**src/rtl/boundary_loader_pkg.sv**
```systemverilog
// Shared definitions for the boundary-cell configuration loader:
// FSM state encoding, default value width and index-width helper.
package boundary_loader_pkg;

  typedef enum logic [1:0] {
    ST_IDLE = 2'd0,
    ST_LOAD = 2'd1,
    ST_RUN  = 2'd2
  } state_e;

  localparam int W_DEFAULT = 8;

  // Bit width needed to index n entries; never narrower than one bit.
  function automatic int idx_w(input int n);
    return (n > 2) ? $clog2(n) : 1;
  endfunction

endpackage

```
**src/rtl/boundary_loader_step_tick_divider.sv**
```systemverilog
// Free-running step divider: counts 0..TICK_DIV-1 while enabled and
// raises a registered Tick on the cycle the count sits at TICK_DIV-1.
module step_tick_divider #(
  parameter int TICK_DIV = 4
) (
  input  logic Clk,
  input  logic Reset,
  input  logic en,
  input  logic clr,
  output logic Tick
);

  localparam int            CW   = (TICK_DIV > 2) ? $clog2(TICK_DIV) : 1;
  localparam logic [CW-1:0] LAST = CW'(TICK_DIV - 1);

  logic [CW-1:0] r_cnt;
  logic [CW-1:0] w_cnt_nxt;
  logic          r_tick;

  assign w_cnt_nxt = (r_cnt == LAST) ? '0 : r_cnt + CW'(1);

  // Tick is registered from the next count so it lines up with count == LAST.
  always_ff @(posedge Clk or posedge Reset) begin
    if (Reset) begin
      r_cnt  <= '0;
      r_tick <= 1'b0;
    end else if (clr) begin
      r_cnt  <= '0;
      r_tick <= 1'b0;
    end else if (en) begin
      r_cnt  <= w_cnt_nxt;
      r_tick <= (w_cnt_nxt == LAST);
    end else begin
      r_tick <= 1'b0;
    end
  end

  assign Tick = r_tick;

endmodule

```
**src/rtl/boundary_loader.sv**
```systemverilog
// Boundary-cell configuration front end: assembles NCELLS values from a byte
// stream, commits them atomically with the mode, then paces the step tick.
module boundary_loader
  import boundary_loader_pkg::*;
#(
  parameter int NCELLS   = 4,
  parameter int W        = W_DEFAULT,
  parameter int TICK_DIV = 4
) (
  input  logic                Clk,
  input  logic                Reset,
  input  logic                START,
  input  logic                HALT,
  input  logic                MODE,
  input  logic [W-1:0]        CFG_DATA,
  input  logic                CFG_VALID,
  output logic                CFG_READY,
  output logic [NCELLS*W-1:0] INIT_VALS,
  output logic                VonNeumann,
  output logic                Tick,
  output logic                LOAD_DONE,
  output logic                Busy
);

  localparam int            IW       = idx_w(NCELLS);
  localparam logic [IW-1:0] LAST_IDX = IW'(NCELLS - 1);

  state_e              r_state;
  state_e              w_state_nxt;
  logic [IW-1:0]       r_idx;
  logic [W-1:0]        r_shadow [NCELLS];
  logic                r_pend_mode;
  logic [NCELLS*W-1:0] r_init_vals;
  logic [NCELLS*W-1:0] w_commit_vals;
  logic                r_vn;
  logic                r_load_done;
  logic                w_hs;
  logic                w_last_hs;
  logic                w_load_entry;
  logic                w_div_en;
  logic                w_div_tick;

  assign CFG_READY    = (r_state == ST_LOAD) && !HALT;
  assign w_hs         = CFG_READY && CFG_VALID;
  assign w_last_hs    = w_hs && (r_idx == LAST_IDX);
  assign w_load_entry = (r_state != ST_LOAD) && (w_state_nxt == ST_LOAD);

  always_ff @(posedge Clk or posedge Reset) begin
    if (Reset) r_state <= ST_IDLE;
    else       r_state <= w_state_nxt;
  end

  always_comb begin
    w_state_nxt = r_state;
    case (r_state)
      ST_IDLE: if (START && !HALT) w_state_nxt = ST_LOAD;
      ST_LOAD: begin
        if (HALT)           w_state_nxt = ST_IDLE;
        else if (w_last_hs) w_state_nxt = ST_RUN;
      end
      ST_RUN: begin
        if (HALT)       w_state_nxt = ST_IDLE;
        else if (START) w_state_nxt = ST_LOAD;
      end
      default: w_state_nxt = ST_IDLE;
    endcase
  end

  // The final byte bypasses the shadow so the whole set commits on its handshake.
  always_comb begin
    w_commit_vals = '0;
    for (int i = 0; i < NCELLS; i++) begin
      w_commit_vals[i*W +: W] = (IW'(i) == r_idx) ? CFG_DATA : r_shadow[i];
    end
  end

  always_ff @(posedge Clk or posedge Reset) begin
    if (Reset) begin
      r_idx       <= '0;
      r_pend_mode <= 1'b0;
      r_init_vals <= '0;
      r_vn        <= 1'b0;
      r_load_done <= 1'b0;
      for (int i = 0; i < NCELLS; i++) r_shadow[i] <= '0;
    end else begin
      r_load_done <= w_last_hs;
      if (w_load_entry) begin
        r_idx       <= '0;
        r_pend_mode <= MODE;
      end else if (w_hs) begin
        r_shadow[r_idx] <= CFG_DATA;
        r_idx           <= r_idx + IW'(1);
      end
      if (w_last_hs) begin
        r_init_vals <= w_commit_vals;
        r_vn        <= r_pend_mode;
      end
    end
  end

  assign w_div_en = (r_state == ST_RUN) && !HALT && !START;

  step_tick_divider #(
    .TICK_DIV(TICK_DIV)
  ) u_div (
    .Clk  (Clk),
    .Reset(Reset),
    .en   (w_div_en),
    .clr  (w_last_hs),
    .Tick (w_div_tick)
  );

  // HALT, or a reconfigure START, silences a tick already in flight.
  assign Tick       = w_div_tick && (r_state == ST_RUN) && !HALT && !START;
  assign INIT_VALS  = r_init_vals;
  assign VonNeumann = r_vn;
  assign LOAD_DONE  = r_load_done;
  assign Busy       = (r_state != ST_IDLE);

endmodule

```
**config.mk**
```make
export PLATFORM = sky130hd
export DESIGN_NAME = boundary_loader
export DESIGN_NICKNAME = d
export VERILOG_FILES = /design/src/rtl/boundary_loader_pkg.sv /design/src/rtl/boundary_loader_step_tick_divider.sv /design/src/rtl/boundary_loader.sv
export SDC_FILE = /design/constraint.sdc
export NUM_CORES = 1
export LEC_CHECK = 0
export ABC_AREA = 0
export CAP_MARGIN = 20
export CORE_ASPECT_RATIO = 1.25
export CORE_MARGIN = 1
export CORE_UTILIZATION = 31
export CTS_BUF_LIST = sky130_fd_sc_hd__clkbuf_4
export DETAILED_ROUTE_END_ITERATION = 16
export PLACE_DENSITY = 0.54
export SLEW_MARGIN = 15
export SYNTH_ARGS = -nofsm -noshare
export SYNTH_HDL_FRONTEND = slang
export SYNTH_HIERARCHICAL = 1
export SYNTH_SLANG_ARGS = --single-unit
export TNS_END_PERCENT = 5
```
**constraint.sdc**
```tcl
create_clock -name Clk -period 3.55 [get_ports Clk]
set_input_delay 0.5325 -clock Clk [delete_from_list [all_inputs] [get_ports Clk]]
set_output_delay 0.5325 -clock Clk [all_outputs]
set_load 0.05 [all_outputs]
```
==> results.ini <==
[status]
status = complete, but fails checks
violations = DRC

[synthesis]
synth_top_area_cell = dfrtp_1
seq_area_frac_synth_pct = 54.5
synth_warnings = 6
synth-async-reset-ratio_pct = 100
yosys.cell_count.top_type = dfrtp_1
ys_ff_latch = 66
synth_commonest_cells = dfrtp_1, a21oi_1, mux2i_1, mux2_4, mux2_2
synth_edf_count = 0
netlist.area_leader.share_pct = 54.5
syn_inst = 222
synth-main-ff-cell = dfrtp_1
ys_types = 29
syn_nets = 242
netlist_area_um2 = 3030
synth_area_per_cell_um2 = 13.7
netlist_top_cells_area = dfrtp_1, mux2_4, a21oi_1, mux2i_1, mux2_2

[power_and_ir_drop]
vdd_drop_max_v = 0.000164
p_int_mw = 1.47
switching_share_pct = 29.7
power_leakage_nw = 1.77
power.share.clock_pct = 30.7
switchingPower_mw = 0.620
p_seq_share_pct = 45.1
power_density_nw_per_um2 = 552
pwr-share-comb_pct = 24.3

[timing]
grt_setup_unrepaired = false
finalCritPeriodShare_pct = 72.5
slew_violations = 0
fin_skew_ns = 0.0169
worst_slew_pin_slew_ns = 0.801
fmax_ghz = 0.388
period_minus_slack_ns = 2.57
setup_violations = 0
max_slew_margin_pct = 46.6
finalHoldViolations = 0
finalSetupTns_ns = 0

[clock_network]
cts_htree_levels = 3
clock_sinks = 66
clk_latency_ns = 0.42
cts_tree = built
cts_hold_buf = 0
numCtsBuffers = 9
cts_max_path_buffers = 2
post_cts_buffers = 0
root_buffer = clkbuf_4
post_cts_resized = 0
clk_pin_slew_worst_paths_ns = 0.11

[drt]
vias_per_cell = 4.68
ant_nets = 0
wl_per_cell_um = 14.9
drt_first_pass_iters = 10
drc = 1
vias = 1900
routed_wl_mm = 6.06
drtIter0Drc = 124

[floorplanning]
die_w_um = 90.5
io_pins = 51
core_um2 = 9560
die-area_um2 = 10200
die_h_um = 113
initial_core_util_pct = 31.7
rows = 40

[worst_setup_path]
crit_path_end_kind = output port
path_cells = clkdlybuf4s50_1, nor3b_1, clkdlybuf4s50_1
cp.arrival_ns = 2.04
crit_top_cell = clkdlybuf4s50_1
cp_data_required_time_ns = 3.02
start_kind = input pin
cp_max_fo = 5
cp_top_family = buffers and inverters
slowest_delay_ns = 0.83
reg2regPathDepth = 5
critPathBufInv = 2
crit_path_top_delay_cell = clkdlybuf4s50_1
crit_cells = 3
setup.worst_path.class = input pin to output port

[cells_and_area]
nets = 295
final_core_util_pct = 39.6
n_fill_cell = 928
area_growth_syn_to_layout_pct = 24.8
drive_gt1_share_pct = 22.9
n_antenna_cell = 0

[grt]
antenna_found_initial = 0
gr-total-overflow = 0
track_usage_pct = 13.0
grt_pass1_wl_mm = 10.2
grt_pass1_vias = 1952
grt_start_max_net_pins = 64

[placement]
portBuffers = 50
dp_hpwl_mm = 3.93
routabilityCongestion = 0.710

[hold_path]
worst_hold_path_type = input pin to async pin

[run]
drv_cap = 0

state kept, by name (all words and copies together), names as in the netlist:
signal / cells
INIT_VALS: 32
r_shadow: 24
r_idx: 2
r_state: 2
u_div/r_cnt: 2
LOAD_DONE: 1
VonNeumann: 1
r_pend_mode: 1
u_div/Tick: 1
cell type report:
cell class | count | area [um2] | area share [%]
Sequential cell | 66 | 1650 | 43.7
Multi-Input combinational cell | 138 | 1240 | 32.7
Timing Repair Buffer | 54 | 528 | 14.0
Tap cell | 126 | 158 | 4.17
Clock inverter | 7 | 118 | 3.11
Clock buffer | 9 | 67.6 | 1.79
Inverter | 6 | 22.5 | 0.595
power by group through the flow:
stage | clock (mW) | combinational, mW | sequential (mW)
global placement | 0 | 0.508 | 0.954
finish | 0.641 | 0.507 | 0.942
floorplan | 0 | 0.282 | 1.05
CTS | 0.653 | 0.515 | 0.942
global route | 0.688 | 0.548 | 0.957
detailed placement | 0 | 0.513 | 0.957
layer usage:
| layer | up-vias | wire (um) | GRT usage, % |
|---|---|---|---|
| li1 | 896 | - | - |
| met1 | 955 | 2930 | 17.3 |
| met2 | 40 | 2850 | 20.1 |
| met4 | 0 | 124 | 6.77 |
| met3 | 9 | 158 | 2.64 |
| met5 | - | 0 | 0 |
through the flow:
stage / hold WS [ns] / std cells / area (um2) / power [mW] / setup slack (ns)
3_5_place_dp: 0.494 / 390 / 3600 / 1.47 / 0.961
4_1_cts: 0.314 / 406 / 3780 / 2.11 / 0.968
6_report: 0.338 / 406 / 3780 / 2.09 / 0.976
2_1_floorplan: 0.286 / 222 / 3030 / 1.33 / 1.34
3_3_place_gp: 0.488 / 390 / 3600 / 1.46 / 0.978
5_1_grt: 0.326 / 406 / 3780 / 2.19 / 0.899
worst register-to-register path, delay by kind of cell (launching register included):
kind	cells	cell delay, ns
AOI/OAI and AO/OA	1	0.08
buffers and inverters	1	0.27
DFF	1	0.44
adders and majority gates	1	0.26
and+or+nand+nor	2	0.76
layout by cell type (no fill, tap or decap), types with 3 or more instances in the layout:
| master | netlist | routed |
|---|---|---|
| mux2i_1 | 25 | 25 |
| clkdlybuf4s50_1 | 0 | 49 |
| a21oi_1 | 50 | 50 |
| dfrtp_1 | 66 | 66 |
| ha_1 | 6 | 6 |
| mux2_2 | 10 | 10 |
| clkbuf_4 | 0 | 9 |
| inv_1 | 5 | 4 |
| nor2_1 | 3 | 3 |
| clkinvlp_4 | 0 | 3 |
| mux2_4 | 24 | 24 |
| bufinv_16 | 0 | 3 |
| buf_4 | 3 | 5 |
worst paths after layout:
kind / startpoint / endpoint / slack, ns
setup / recovery: HALT / CFG_READY / 0.98
max in group asynchronous: Reset / r_shadow[19]$_DFFE_PP0P_ / 2.33
hold reg to reg: r_pend_mode$_DFFE_PP0P_ / VonNeumann$_DFFE_PP0P_ / 0.52
hold / removal: Reset / u_div/r_cnt[1]$_DFFE_PP0P_ / 0.34
min in group Clk: r_pend_mode$_DFFE_PP0P_ / VonNeumann$_DFFE_PP0P_ / 0.52
setup reg to reg: r_idx[0]$_DFFE_PP0P_ / u_div/r_cnt[0]$_DFFE_PP0P_ / 1.67
logic make-up after synthesis:
family / share of synthesized area, %
AOI/OAI and AO/OA: 8.50
xor gates and xnor gates: 0.289
adders and majority gates: 2.48
buffers and inverters: 4.70
DFF: 54.5
muxes: 23.9
and+or+nand+nor: 5.70
No activity file was read; power rests on OpenSTA's default activity.
